$ cat config.mk
export PLATFORM = sky130hd
export DESIGN_NAME = sprite_cmd_scheduler
export DESIGN_NICKNAME = d
export VERILOG_FILES = /design/src/rtl/sprite_pkg.sv /design/src/rtl/cmd_fifo.sv /design/src/rtl/sprite_cmd_scheduler.sv
export SDC_FILE = /design/constraint.sdc
export NUM_CORES = 1
export LEC_CHECK = 0
export CAP_MARGIN = 25
export CORE_AREA = 3 3 202 204
export CTS_BUF_LIST = sky130_fd_sc_hd__clkbuf_4
export DETAILED_ROUTE_END_ITERATION = 6
export DIE_AREA = 0 0 205 207
export PLACE_DENSITY_LB_ADDON = 0.3
export SETUP_SLACK_MARGIN = 0.1
export SLEW_MARGIN = 25
export SYNTH_ARGS = -nofsm -noshare
export SYNTH_HDL_FRONTEND = slang
export SYNTH_SLANG_ARGS = --single-unit
$ cat constraint.sdc
create_clock -name clk -period 6.7 [get_ports clk]
set_input_delay 1.005 -clock clk [delete_from_list [all_inputs] [get_ports clk]]
set_output_delay 1.005 -clock clk [all_outputs]
set_load 0.01 [all_outputs]
$ cat src/rtl/sprite_pkg.sv
// Shared definitions for the sprite command scheduler.
// Latency: n/a (types, constants and a combinational helper only).
// Backpressure: n/a.
package sprite_pkg;

    // Command word field positions.
    localparam int COMP_MSB  = 31;
    localparam int COMP_LSB  = 26;
    localparam int CHILD_MSB = 25;
    localparam int CHILD_LSB = 21;
    localparam int ACT_MSB   = 20;
    localparam int ACT_LSB   = 17;
    localparam int TYPE_MSB  = 16;
    localparam int TYPE_LSB  = 14;
    localparam int BANK_BIT  = 13;
    localparam int DATA_MSB  = 12;
    localparam int DATA_LSB  = 0;

    localparam logic [5:0] COMMIT_ID  = 6'h3F;
    localparam logic [3:0] ACT_UPDATE = 4'h1;
    localparam logic [3:0] ACT_TOGGLE = 4'hF;
    localparam logic [9:0] VBL_LINE   = 10'd480;

    typedef enum logic [1:0] {
        ST_IDLE,
        ST_WAIT_VBL,
        ST_FLIP
    } sched_state_t;

    // Bank-toggle command for one component; child, type and data stay zero.
    function automatic logic [31:0] toggle_cmd(input logic [5:0] comp, input logic bank);
        logic [31:0] w;
        w = '0;
        w[COMP_MSB:COMP_LSB] = comp;
        w[ACT_MSB:ACT_LSB]   = ACT_TOGGLE;
        w[BANK_BIT]          = bank;
        return w;
    endfunction

endpackage

$ cat src/rtl/cmd_fifo.sv
// Synchronous command FIFO; head word is read straight from registered storage.
// Latency: a word pushed at edge N is visible on head_dat after edge N.
// Backpressure: push is dropped when full unless a pop happens in the same cycle.
// Ports: clk/reset (sync, active high), push/push_dat in, pop in,
//        head_dat/full/empty out. pop is ignored while empty.
module cmd_fifo #(
    parameter int DEPTH = 16,
    parameter int WIDTH = 32
) (
    input  logic             clk,
    input  logic             reset,
    input  logic             push,
    input  logic [WIDTH-1:0] push_dat,
    input  logic             pop,
    output logic [WIDTH-1:0] head_dat,
    output logic             full,
    output logic             empty
);

    localparam int AW = $clog2(DEPTH);

    logic [WIDTH-1:0] mem [DEPTH];
    logic [AW-1:0]    wr_ptr;
    logic [AW-1:0]    rd_ptr;
    logic [AW:0]      count;
    logic             do_push;
    logic             do_pop;

    assign full     = (count == (AW+1)'(DEPTH));
    assign empty    = (count == '0);
    assign do_pop   = pop && !empty;
    // A pop frees a slot in the same cycle, so a full FIFO can still take a word.
    assign do_push  = push && (!full || do_pop);
    assign head_dat = mem[rd_ptr];

    always_ff @(posedge clk) begin
        if (do_push) begin
            mem[wr_ptr] <= push_dat;
        end
    end

    always_ff @(posedge clk) begin
        if (reset) begin
            wr_ptr <= '0;
            rd_ptr <= '0;
            count  <= '0;
        end else begin
            if (do_push) begin
                wr_ptr <= wr_ptr + AW'(1);
            end
            if (do_pop) begin
                rd_ptr <= rd_ptr + AW'(1);
            end
            count <= count + {{AW{1'b0}}, do_push} - {{AW{1'b0}}, do_pop};
        end
    end

endmodule

$ cat src/rtl/sprite_cmd_scheduler.sv
// Queues host sprite commands and replays them to the display blocks, with vblank-synchronised bank flips.
// Latency: word accepted at edge N into an empty FIFO in IDLE is on cmd_out after edge N+1.
// Backpressure: none towards the host; writes into a full FIFO are dropped and flagged in sticky overflow.
// Ports: clk, reset (sync, active high); writedata/write/chipselect host write port;
//        hcount/vcount raster position; cmd_out broadcast command (0 when idle);
//        front_bank displayed bank; fifo_full; overflow.
module sprite_cmd_scheduler
    import sprite_pkg::*;
#(
    parameter int FIFO_DEPTH = 16,
    parameter int NUM_COMP   = 8
) (
    input  logic        clk,
    input  logic        reset,
    input  logic [31:0] writedata,
    input  logic        write,
    input  logic        chipselect,
    input  logic [9:0]  hcount,
    input  logic [9:0]  vcount,
    output logic [31:0] cmd_out,
    output logic        front_bank,
    output logic        fifo_full,
    output logic        overflow
);

    localparam int IDX_W = (NUM_COMP > 1) ? $clog2(NUM_COMP) : 1;

    sched_state_t       state;
    sched_state_t       state_nxt;
    logic [NUM_COMP-1:0] flip_mask;
    logic [NUM_COMP-1:0] mask_nxt;
    logic [IDX_W-1:0]   scan_idx;
    logic [IDX_W-1:0]   idx_nxt;
    logic               bank_nxt;
    logic [31:0]        cmd_nxt;

    logic               host_wr;
    logic               fifo_pop;
    logic               fifo_empty;
    logic [31:0]        fifo_head;
    logic [5:0]         head_comp;

    logic               vbl_now;
    logic               vbl_q;
    logic               vbl_rise;

    assign host_wr   = write && chipselect;
    assign head_comp = fifo_head[COMP_MSB:COMP_LSB];

    // Only the first cycle of line VBL_LINE / column 0 starts the flip, so a
    // raster position that lingers there cannot retrigger it.
    assign vbl_now  = (vcount == VBL_LINE) && (hcount == 10'd0);
    assign vbl_rise = vbl_now && !vbl_q;

    cmd_fifo #(
        .DEPTH (FIFO_DEPTH),
        .WIDTH (32)
    ) u_fifo (
        .clk      (clk),
        .reset    (reset),
        .push     (host_wr),
        .push_dat (writedata),
        .pop      (fifo_pop),
        .head_dat (fifo_head),
        .full     (fifo_full),
        .empty    (fifo_empty)
    );

    always_comb begin
        state_nxt = state;
        cmd_nxt   = '0;
        fifo_pop  = 1'b0;
        mask_nxt  = flip_mask;
        idx_nxt   = scan_idx;
        bank_nxt  = front_bank;
        case (state)
            ST_IDLE: begin
                if (!fifo_empty) begin
                    fifo_pop = 1'b1;
                    if (head_comp == COMMIT_ID) begin
                        mask_nxt  = fifo_head[DATA_LSB +: NUM_COMP];
                        state_nxt = ST_WAIT_VBL;
                    end else if (head_comp != 6'd0) begin
                        // Component 0 would look like a null command downstream; such words are consumed silently.
                        cmd_nxt           = fifo_head;
                        cmd_nxt[BANK_BIT] = ~front_bank;
                    end
                end
            end
            ST_WAIT_VBL: begin
                if (vbl_rise) begin
                    state_nxt = ST_FLIP;
                    idx_nxt   = '0;
                end
            end
            ST_FLIP: begin
                if (flip_mask[scan_idx]) begin
                    cmd_nxt = toggle_cmd(6'(scan_idx) + 6'd1, ~front_bank);
                end
                if (scan_idx == IDX_W'(NUM_COMP - 1)) begin
                    idx_nxt   = '0;
                    bank_nxt  = ~front_bank;
                    state_nxt = ST_IDLE;
                end else begin
                    idx_nxt = scan_idx + IDX_W'(1);
                end
            end
            default: begin
                state_nxt = ST_IDLE;
            end
        endcase
    end

    always_ff @(posedge clk) begin
        if (reset) begin
            state      <= ST_IDLE;
            cmd_out    <= '0;
            front_bank <= 1'b0;
            flip_mask  <= '0;
            scan_idx   <= '0;
            vbl_q      <= 1'b0;
            overflow   <= 1'b0;
        end else begin
            state      <= state_nxt;
            cmd_out    <= cmd_nxt;
            front_bank <= bank_nxt;
            flip_mask  <= mask_nxt;
            scan_idx   <= idx_nxt;
            vbl_q      <= vbl_now;
            if (host_wr && fifo_full && !fifo_pop) begin
                overflow <= 1'b1;
            end
        end
    end

endmodule
# Yosys cells after proc, flatten, opt, wreduce, memory -nomap -nowiden
# Memories as Yosys holds them, arrays and structs flattened. A register that Yosys moved wholly into a read port is not among the register bits.
# Index checks and enable logic that the tools add are counted.
# Widths: inputs -> output; s select.
# totals
wordCells	72
in_bits	56
output_inout_bits	35
mem_bits_rw	512
memories	1
ff_bits	61
# op_classes
muxes	21
n_lt_le_gt_ge	1
reduce_logical	21
bitwise_logic	2
add_sub_neg	6
n_eq_ne	10
# mem_list
name	words	width	read_ports	rd_clocked_by_memory_dff	wr	line	text
u_fifo.mem	16	32	1	1	1	cmd_fifo.sv:22	logic [WIDTH-1:0] mem [DEPTH];
# op_table
operator	count
$mux 32	3
$pmux 32 s2	1
$mux 30	1
$eq 10x9->1 const B	1
$logic_not 10->1	1
$add 4x1->4 const B	2
$mux 2	4
$mux 4	2
$ne 2x2->1 const B	4
$logic_and 1x1->1	7
$eq 6x6->1 const B	1
$mux 3	2
$pmux 2 s3	1
$pmux 3 s2	1
$reduce_bool 6->1	1
$add 5x1->5	1
$eq 5x5->1 const B	1
$logic_not 5->1	1
$mux 1	5
$sub 5x1->5	1
$add 3x1->4 const B	1
$logic_not 1->1	4
$lt 3x4->1 const B	1
$reduce_and 2->1	2
other kinds (11)	12

# Longest topological paths before layout
# Gate-level depths: netlist of the first run.
# logic_depth
depth_word	8
ltp_mapped	13
depth_no_buf	13

# Hierarchy
# A second synthesis of the first run with hierarchy kept.
# hier_totals
cells_unflattened	1049
hier_area_um2	21770.9
# by_module_without_submodules
module	cells_each	area_each_um2	seq_area_each_um2	instances
cmd_fifo	894	20029.2	15715.1	1
sprite_cmd_scheduler	155	1741.7	960.9	1

# Least setup slack after synthesis of the first run
# No wires, ideal clock.
# synth_path
kind	in2reg
start	input write
end	memory u_fifo.mem[3][0], enable pin
path_stages	4
slack_ns	2.479
required_ns	6.242
setup_ns	0.458
arrival_ns	3.763
n_path_buf	0
path_cell_list	nand2_1 -> nor2_1 -> nand2_1 -> nor3_1
# synth_between
elab_chain_len	4
# synth_rtl
item	line	text
start, declared	sprite_cmd_scheduler.sv:16	input logic write,
$logic_and 1x1->1	sprite_cmd_scheduler.sv:47	assign host_wr = write && chipselect;
$logic_and 1x1->1	cmd_fifo.sv:33	assign do_push = push && (!full || do_pop);
via u_fifo.do_push	cmd_fifo.sv:26	logic do_push;
$mux 1	cmd_fifo.sv:37	if (do_push) begin
$mux 1 (implied by the code)	cmd_fifo.sv:38	mem[wr_ptr] <= push_dat;
end, declared	cmd_fifo.sv:22	
# The timed path passes the listed nets, and every way through them passes these cells.

==> metrics, run 1 <==
outcome finished clean; Net Count, Synth 1,048; compound-gate portion of the synthesized area 0.01875; Initial Util 0.5412; Overflow after GRT 0; sum of internal, switching and leakage power 8.914 mW; HPWL Detailed 23,710 um; remaining max-slew budget at the tightest pin 0.3523; worst path buffer plus inverter count 2; number of H-tree levels 4; number of placement rows 73; Setup violations, final 0; TritonCTS Buffers 139; hold depth 2; combinational family with the most area after synthesis multiplexers; first-pass iteration count of the detailed router 7; post-synthesis instance area 21,350 um2; leading cell type in the layout, fill and taps excluded edfxtp_1; worst-skew pair later-pin latency 0.78 ns; Highest Clock Rate 258.1 MHz; Root Buffer clkbuf_4; synthesized area per cell 21.83 um2; critical path arrival 4.52 ns; post-synthesis share of cell area spent on full adders, half adders and majority gates 0.008555; CP Max Fanout 49; total global-route track usage 0.2193; floorplan die area 42,440 um2; initial antenna violation count 4; Final Hold Vio Count 0; Slowest-stage cell, CP dfxtp_4; DRC violation count after routing 0; placer's final routability congestion estimate 0.8148; cells resized by post-CTS repair 0; Main synth FF type edfxtp_1; cell-internal power 6.663 mW; post-placement setup slack 2.422 ns; antenna viol nets, final 0; die width 205 um; total stage count of the critical path 6; setup slack after layout 2.826 ns; RSZ-0062 raised after global routing false; proportion of layout cells with a drive suffix above 1 0.3602; average wire length per cell after detail routing 24.79 um; Avg Vias per Cell 5.785; xor/xnor cell area share of the yosys netlist 0.004101; Die Y-Extent 207 um; setup TNS after final layout 0 ns; Post-synth ARST share 0; area of the core 39,460 um2; warnings from Yosys 0; fraction of power consumed by sequential logic 0.461; simple-gate area share of the yosys netlist 0.03510; number of global-route vias before repair 11.21k; register bit total from synthesis 561; number of max-cap violations 0; first-pass GRT wire length 68,370 um; Port Buf Inserts 89; fin cells 1,820; placed instance count 1,570; power per cell area 357.3 nW/um2; pins over their slew limit 0; Area Overhead vs Synth 16.85%; most frequent CP cell mux4_2; number of sinks handled by clock tree synthesis 561; portion of the clock cycle consumed by the worst path in the final layout 0.5782; EDFF count, synth 496; count of routing violations after the opening detailed-route iteration 1,025; worst hold slack across all endpoints 0.4616 ns; clock slew at the register clock pins of the worst setup and hold paths 0.07 ns; Post-CTS Setup Bufs 0; CTS tree done; commonest cells after routing, fill and taps aside edfxtp_1 (496), clkbuf_4 (227), mux4_2 (150); crit path launch type flip-flop; library cells used by synthesis 49; portion of total power attributed to combinational logic 0.203; power spent charging and discharging nets 2.251 mW; leakage power summed over all cells 8.047 nW; maximum number of pins on one net before global-route repair 64; number of nets in the final layout 1,256; Period minus WS final 3.874 ns; mux share of post-synthesis cell area 0.1611; path type of the worst min-delay path reg2reg; sequential element share of the synthesized area 0.7584; Critical Path, Cell by Cell buf_6 -> buf_4 -> mux4_2 -> mux4_2 -> o21ai_0 -> o21ai_1; # IOs 91; Total Wirelength 45,120 um; maximum clock skew at final layout 0.05116 ns; deepest clock path buffer count 3; switching portion of total power 0.2525; share of total power in the clock network 0.336; CP delay by family, top buffers and inverters; detailed-route via count 10.53k; R2R cell count 6; worst slew pin tran 0.9716 ns; number of instances in the synthesized netlist 978; critical path capture point type flip-flop; required time reported for the critical path endpoint 7.35 ns; highest cell delay on the worst timing path 0.94 ns; Max IR drop VDD 0.0001962 V; number of hold-repair buffers added at the cts stage 0; critical path class reg2reg
-- cell families (layout without fill, tap and decap cells) --
logic type | after synthesis | in the layout
AOI/OAI and AO/OA | 53 | 53
buffers and inverters | 61 | 374
adders and majority gates | 14 | 14
xor gates and xnor gates | 10 | 10
muxes | 156 | 156
DFF | 561 | 561
and+or+nand+nor | 123 | 123
other | 0 | 4
-- final timing paths --
path | to | startpoint | slack (ns)
hold reg to reg | flip_mask[6] | flip_mask[6] | 0.46
setup / recovery | cmd_out[19] | flip-flop | 2.83
hold / removal | flip_mask[6] | flip_mask[6] | 0.46
setup reg to reg | cmd_out[19] | flip-flop | 2.83
-- metal layers --
layer / up-vias / wire [um] / track usage
li1: 4567 / - / -
met1: 5434 / 17740 / 0.2917
met2: 455 / 22970 / 0.3580
met3: 70 / 3504 / 0.05815
met4: 2 / 878 / 0.07118
met5: - / 20 / 0
-- power by group through the flow --
| stage | registers [mW] | logic, mW | clock network [mW] |
|---|---|---|---|
| 2_1_floorplan | 4.08 | 1.37 | 0 |
| 3_3_place_gp | 4.19 | 1.79 | 0 |
| 3_5_place_dp | 4.19 | 1.82 | 0 |
| 4_1_cts | 4.12 | 1.83 | 3.07 |
| 5_1_grt | 4.14 | 1.94 | 3.28 |
| 6_report | 4.11 | 1.81 | 3.00 |
-- cell usage after synthesis, types with 7 or more instances --
library cell	number	area [um2]
nor3b_2	21	262.8
clkbuf_1	14	52.55
buf_1	9	33.78
nand2_1	26	97.59
edfxtp_1	496	14890
buf_2	14	70.07
inv_1	14	52.55
nor2_1	39	146.4
mux4_2	150	3378
a21oi_1	11	55.05
ha_1	13	162.7
a22o_1	8	70.07
o21ai_1	7	35.03
dfxtp_1	65	1301
-- registers in the layout, indices dropped and copies added, names as in the netlist, named ones only --
| signal | flops |
|---|---|
| overflow | 1 |
| u_fifo.mem | 496 |
| front_bank | 1 |
| scan_idx | 3 |
| flip_mask | 8 |
| state | 2 |
| u_fifo.rd_ptr | 4 |
| vbl_q | 1 |
| cmd_out | 32 |
| u_fifo.wr_ptr | 4 |
| u_fifo.count | 5 |
-- worst register-to-register path, cell delays in order, from the launching register on --
cell	delay, ns
dfxtp_4	0.94
buf_6	0.72
buf_4	0.68
mux4_2	0.64
mux4_2	0.53
o21ai_0	0.13
o21ai_1	0.09
-- per-stage QoR --
step                area (um2)  utilization
finish                   24950       0.6324
CTS                      24930       0.6318
floorplan                21350            -
global route             24940       0.6322
detailed placement       23010       0.5830
global placement         22950       0.5817
-- area by class of cell --
type / count / area [um2]
Multi-Input combinational cell: 356 / 4984
Clock inverter: 19 / 220.2
Antenna cell: 4 / 10.01
Fill cell: 2717 / 14510
Inverter: 15 / 56.30
Sequential cell: 561 / 16210
Clock buffer: 227 / 1704
Timing Repair Buffer: 113 / 1115
Tap cell: 525 / 656.9
(Power assumes the default switching activity.)
==> run 2: changes to the inputs <==
==> constraint.sdc (replaced) <==
create_clock -name clk -period 4.03 [get_ports clk]
set_input_delay 0.6045 -clock clk [delete_from_list [all_inputs] [get_ports clk]]
set_output_delay 0.6045 -clock clk [all_outputs]
set_load 0.01 [all_outputs]
==> metrics, run 2 (synthesis gave the netlist of run 1 again) <==
detailed-route via count 10.60k (+0.71%); final core utilization 0.6347 (+0.002378); first-pass iteration count of the detailed router 5 (-2); CTS tree done; layout filler cell count 2,719 (+0.074%); # IOs 91 (unchanged); worst slew pin tran 1.022 ns (+0.05049 ns); portion of total power attributed to combinational logic 0.210 (+0.007); Total Wirelength 43,880 um (-2.7%); met3 wirelength from detailed routing 3278 um (-6.4%); Biggest register u_fifo.mem; power per cell area 588.0 nW/um2 (+65%); placer's final routability congestion estimate 0.7642 (-6.2%); Highest Clock Rate 293.8 MHz (+14%); path type of the worst min-delay path in2reg; number of H-tree levels 4 (unchanged); fraction of power consumed by sequential logic 0.459 (-0.002); number of max-cap violations 0 (unchanged); outcome finished clean; pins over their slew limit 0 (unchanged); Port Buf Inserts 89 (unchanged); highest routed layer met5; crit path launch type flip-flop; worst-skew pair later-pin latency 0.84 ns (+0.06 ns); HPWL Detailed 25,430 um (+7.3%); Root Buffer clkbuf_4; clock slew at the register clock pins of the worst setup and hold paths 0.07 ns (about the same); Overflow after GRT 0 (unchanged); Setup violations, final 0 (unchanged); design area 25,050 um2 (+0.38%); cell-internal power 10.92 mW (+64%); setup TNS after final layout 0 ns (unchanged); Avg Vias per Cell 5.772 (-0.22%); total global-route track usage 0.2127 (-0.006622); number of placement rows 73 (unchanged); number of global-route vias before repair 11.19k (-0.17%); flip-flop count of the largest register after layout 496 (unchanged); maximum number of pins on one net before global-route repair 53 (-17%); Initial Util 0.5412 (unchanged); CP Max Fanout 30 (-39%); Max IR drop VDD 0.0003217 V (+64%); leading cell type in the layout, fill and taps excluded edfxtp_1; sum of internal, switching and leakage power 14.73 mW (+65%); area of the core 39,460 um2 (unchanged); power spent charging and discharging nets 3.808 mW (+69%); total routed wire length on the met1 layer 18,000 um (+1.5%); cells resized by post-CTS repair 0 (unchanged); post-placement setup slack 0.5917 ns (-1.831 ns); DRC violation count after routing 0 (unchanged); critical path capture point type flip-flop; number of hold-repair buffers added at the cts stage 0 (unchanged); setup slack after layout 0.6262 ns (-2.200 ns); required time reported for the critical path endpoint 4.66 ns (-2.69 ns); proportion of layout cells with a drive suffix above 1 0.3608 (+0.0006074); count of routing violations after the opening detailed-route iteration 906 (-12%); leakage power summed over all cells 8.100 nW (+0.65%); largest registers u_fifo.mem x496, cmd_out x32, flip_mask x8; Final Hold Vio Count 0 (unchanged); switching portion of total power 0.2586 (+0.006033); number of sinks handled by clock tree synthesis 561 (unchanged); first-pass GRT wire length 66,970 um (-2.0%); Area Overhead vs Synth 17.28%; Die Y-Extent 207 um (unchanged); deepest clock path buffer count 3 (unchanged); critical path arrival 4.04 ns (-0.48 ns); placed cell area 23,170 um2 (+0.70%); Period minus WS final 3.404 ns (-0.4701 ns); initial antenna violation count 2 (-2); floorplan die area 42,440 um2 (unchanged); share of total power in the clock network 0.331 (-0.005); Post-CTS Setup Bufs 0 (unchanged); average wire length per cell after detail routing 23.88 um (-3.6%); antenna viol nets, final 0 (unchanged); commonest cells after routing, fill and taps aside edfxtp_1 (496), clkbuf_4 (208), mux4_2 (150); portion of the clock cycle consumed by the worst path in the final layout 0.8446 (+0.2664); TritonCTS Buffers 143 (+2.9%); die width 205 um (unchanged); remaining max-slew budget at the tightest pin 0.3186 (-0.03366); critical path class reg2reg; RSZ-0062 raised after global routing false; maximum clock skew at final layout 0.06722 ns (+0.01606 ns); met2 wire length 21,870 um (-4.8%); number of nets in the final layout 1,278 (+1.8%)
==> run 2: cell types whose count changed in the layout (fill, tap and decap cells not counted) <==
cell / change
nor3_2: -2
clkinv_1: +12
clkbuf_4: -19
clkinv_2: +4
clkinv_4: +2
inv_2: +3
buf_12: +4
buf_4: +16
nor3_4: +2
a211o_4: -1
buf_16: -2
diode_2: -3
a211o_2: +1
==> run 2: through the flow <==
step           instances  hold slack, ns
2_1_floorplan        978          0.4348
3_3_place_gp        1588          0.4456
3_5_place_dp        1588          0.4578
4_1_cts             1836          0.3204
5_1_grt             1837          0.3753
6_report            1837          0.3873
==> run 2: worst max-delay path: stages (launching register included) <==
cell      delay [ns]
dfxtp_4         0.71
mux4_2          0.34
a22o_1          0.16
a221oi_2        0.06
nor4_2          0.79
a211o_2         0.94
o22ai_1         0.21
==> run 2: final cells by class <==
cell class              count  area, um2  share of cell area
diodes                      1      2.502          0.00009991
clock buffers             208       1562             0.06235
clock inverters            40      314.1             0.01254
inverters                  15      56.30            0.002248
multi-input cells         356       4989              0.1992
flip-flops and latches    561      16210              0.6470
well taps                 525      656.9             0.02623
repair buffers            131       1260             0.05031
==> run 2: worst paths after layout <==
path                      from      endpoint  slack (ns)  depth (start not counted)
setup / recovery     flip-flop   cmd_out[27]        0.63                          6
hold reg to reg   flip_mask[7]  flip_mask[7]        0.47                          2
hold / removal       vcount[5]         vbl_q        0.39                          3
setup reg to reg     flip-flop   cmd_out[27]        0.63                          6
==> run 2: per-layer routing <==
layer,vias up,track usage
met4,2,0.07188
met2,433,0.3370
met5,-,0
met1,5484,0.2966
li1,4625,-
met3,59,0.04982
==> run 2: power by group through the flow <==
stage	combinational, mW	sequential, mW	clock [mW]
finish	3.10	6.76	4.87
global route	3.34	6.79	5.31
CTS	3.15	6.76	5.00
detailed placement	3.14	6.89	0
global placement	3.11	6.88	0
floorplan	2.28	6.79	0
==> run 3: changes to the inputs <==
==> constraint.sdc (replaced) <==
create_clock -name clk -period 2.82 [get_ports clk]
set_input_delay 0.423 -clock clk [delete_from_list [all_inputs] [get_ports clk]]
set_output_delay 0.423 -clock clk [all_outputs]
set_load 0.01 [all_outputs]
==> metrics, run 3 (synthesis gave the netlist of run 1 again) <==
outcome finished clean; DRC violation count after routing 0 (unchanged); maximum number of pins on one net before global-route repair 54 (+1.9%); number of H-tree levels 4 (unchanged); path type of the worst min-delay path in2reg; Die Y-Extent 207 um (unchanged); die width 205 um (unchanged); critical path class reg2reg; crit path launch type flip-flop; maximum clock skew at final layout 0.05000 ns (-0.01722 ns); number of sinks handled by clock tree synthesis 561 (unchanged); Setup violations, final 0 (unchanged); Area Overhead vs Synth 18.84%; CTS tree done; leading cell type in the layout, fill and taps excluded edfxtp_1; number of max-cap violations 0 (unchanged); first-pass iteration count of the detailed router 5 (unchanged); portion of total power attributed to combinational logic 0.233 (+0.023); TritonCTS Buffers 137 (-4.2%); clock slew at the register clock pins of the worst setup and hold paths 0.07 ns (about the same); power per cell area 830.0 nW/um2 (+41%); floorplan die area 42,440 um2 (unchanged); count of routing violations after the opening detailed-route iteration 810 (-11%); Root Buffer clkbuf_4; share of total power in the clock network 0.313 (-0.018); critical path arrival 3.38 ns (-0.66 ns); first-pass GRT wire length 67,980 um (+1.5%); cell-internal power 15.66 mW (+43%); HPWL Detailed 25,210 um (-0.89%); fraction of power consumed by sequential logic 0.454 (-0.005); flip-flop count of the largest register after layout 496 (unchanged); layout filler cell count 2,638 (-3.0%); antenna viol nets, final 0 (unchanged); detailed-route via count 10.73k (+1.2%); most frequent CP cell buf_12; CP Max Fanout 25 (-17%); Initial Util 0.5412 (unchanged); worst slew pin tran 0.9561 ns (-0.06594 ns); post-placement setup slack 0.1172 ns (-0.4745 ns); placer's final routability congestion estimate 0.7744 (+1.3%); Avg Vias per Cell 5.769 (about the same); initial antenna violation count 2 (unchanged); Overflow after GRT 0 (unchanged); largest registers u_fifo.mem x496, cmd_out x32, flip_mask x8; total global-route track usage 0.2178 (+0.005064); portion of the clock cycle consumed by the worst path in the final layout 0.9487 (+0.1040); number of placement rows 73 (unchanged); Period minus WS final 2.675 ns (-0.7286 ns); deepest clock path buffer count 3 (unchanged); required time reported for the critical path endpoint 3.52 ns (-1.14 ns); worst-case register-to-register setup slack 0.14 ns (-0.48 ns); critical path capture point type flip-flop; power spent charging and discharging nets 5.402 mW (+42%); worst-skew pair later-pin latency 0.81 ns (-0.03 ns); remaining max-slew budget at the tightest pin 0.3626 (+0.04396); leakage power summed over all cells 8.244 nW (+1.8%); number of global-route vias before repair 11.24k (+0.46%); Biggest register u_fifo.mem; design area 25,380 um2 (+1.3%); # IOs 91 (unchanged); area of the core 39,460 um2 (unchanged); switching portion of total power 0.2565 (-0.002124); pins over their slew limit 0 (unchanged); Slowest-stage cell, CP mux4_2; setup slack after layout 0.1448 ns (-0.4814 ns); proportion of layout cells with a drive suffix above 1 0.3758 (+0.01505); highest cell delay on the worst timing path 0.50 ns (-0.44 ns); Port Buf Inserts 89 (unchanged); RSZ-0062 raised after global routing true; Final Hold Vio Count 0 (unchanged); number of hold-repair buffers added at the cts stage 0 (unchanged); Total Wirelength 44,790 um (+2.1%); number of nets in the final layout 1,308 (+2.3%); placed cell area 23,470 um2 (+1.3%); Max IR drop VDD 0.0003757 V (+17%); average wire length per cell after detail routing 24.09 um (+0.88%); commonest cells after routing, fill and taps aside edfxtp_1 (496), clkbuf_4 (199), mux4_2 (150); Highest Clock Rate 373.8 MHz (+27%); Critical Path, Cell by Cell buf_12 -> mux4_2 -> a22o_1 -> a221oi_2 -> buf_4 -> nor2_2 -> a211o_2 -> buf_12 -> nor3b_2; worst hold slack across all endpoints 0.2120 ns (-0.1753 ns)
==> run 3: area by class of cell <==
cell class,instances,area [um2],area share
sequential,561,16210,0.6386
inverter,15,56.30,0.002219
clock inverter,35,256.5,0.01011
antenna,1,2.502,0.00009861
clock buffer,199,1494,0.05887
multi-input combinational,356,5047,0.1989
timing repair buffer,167,1658,0.06533
tap,525,656.9,0.02589
==> run 3: path summary, 6_finish.rpt <==
kind / from / endpoint / cells past startpoint
setup reg to reg: flip-flop / cmd_out[14] / 9
hold / removal: vcount[5] / vbl_q / 3
setup / recovery: flip-flop / cmd_out[14] / 9
hold reg to reg: flip_mask[7] / flip_mask[7] / 2
==> run 3: metrics by stage <==
stage	power (mW)	instances	TNS, ns	utilization
2_1_floorplan	12.96	978	-67.75	-
3_3_place_gp	14.44	1613	0	0.5947
3_5_place_dp	14.51	1613	0	0.5947
4_1_cts	21.18	1851	0	0.6401
5_1_grt	22.09	1859	0	0.6431
6_report	21.06	1859	0	0.6431
==> run 3: repair_timing <==
action	4_1_cts	5_1_grt
resized for setup	2	9
buffers inserted	4	7
endpoints found under the hold margin	0	0
endpoints found under the setup margin	5	43
pin swaps	0	3
==> run 3: power by group through the flow <==
stage                     Sequential [mW]  Combinational, mW  Clock (mW)
after global placement               9.74               4.71           0
after global routing                 9.58               5.30        7.22
after CTS                            9.57               4.83        6.78
final                                9.56               4.91        6.59
after floorplan                      9.70               3.26           0
after detailed placement             9.74               4.76           0
==> run 3: worst max-delay path, delay by kind of cell, from the launching register on <==
family	cells	cell delay [ns]
compound gates	3	0.82
buf+inv	3	0.56
flops	1	0.40
mux	1	0.50
simple gates	2	0.25
==> run 3: per-layer routing <==
metal | global-route usage | part of all wire | vias up
li1 | - | - | 4667
met1 | 0.3074 | 0.41 | 5566
met2 | 0.3420 | 0.50 | 430
met3 | 0.05595 | 0.071 | 62
met4 | 0.06411 | 0.016 | 0
met5 | 0 | 0 | -
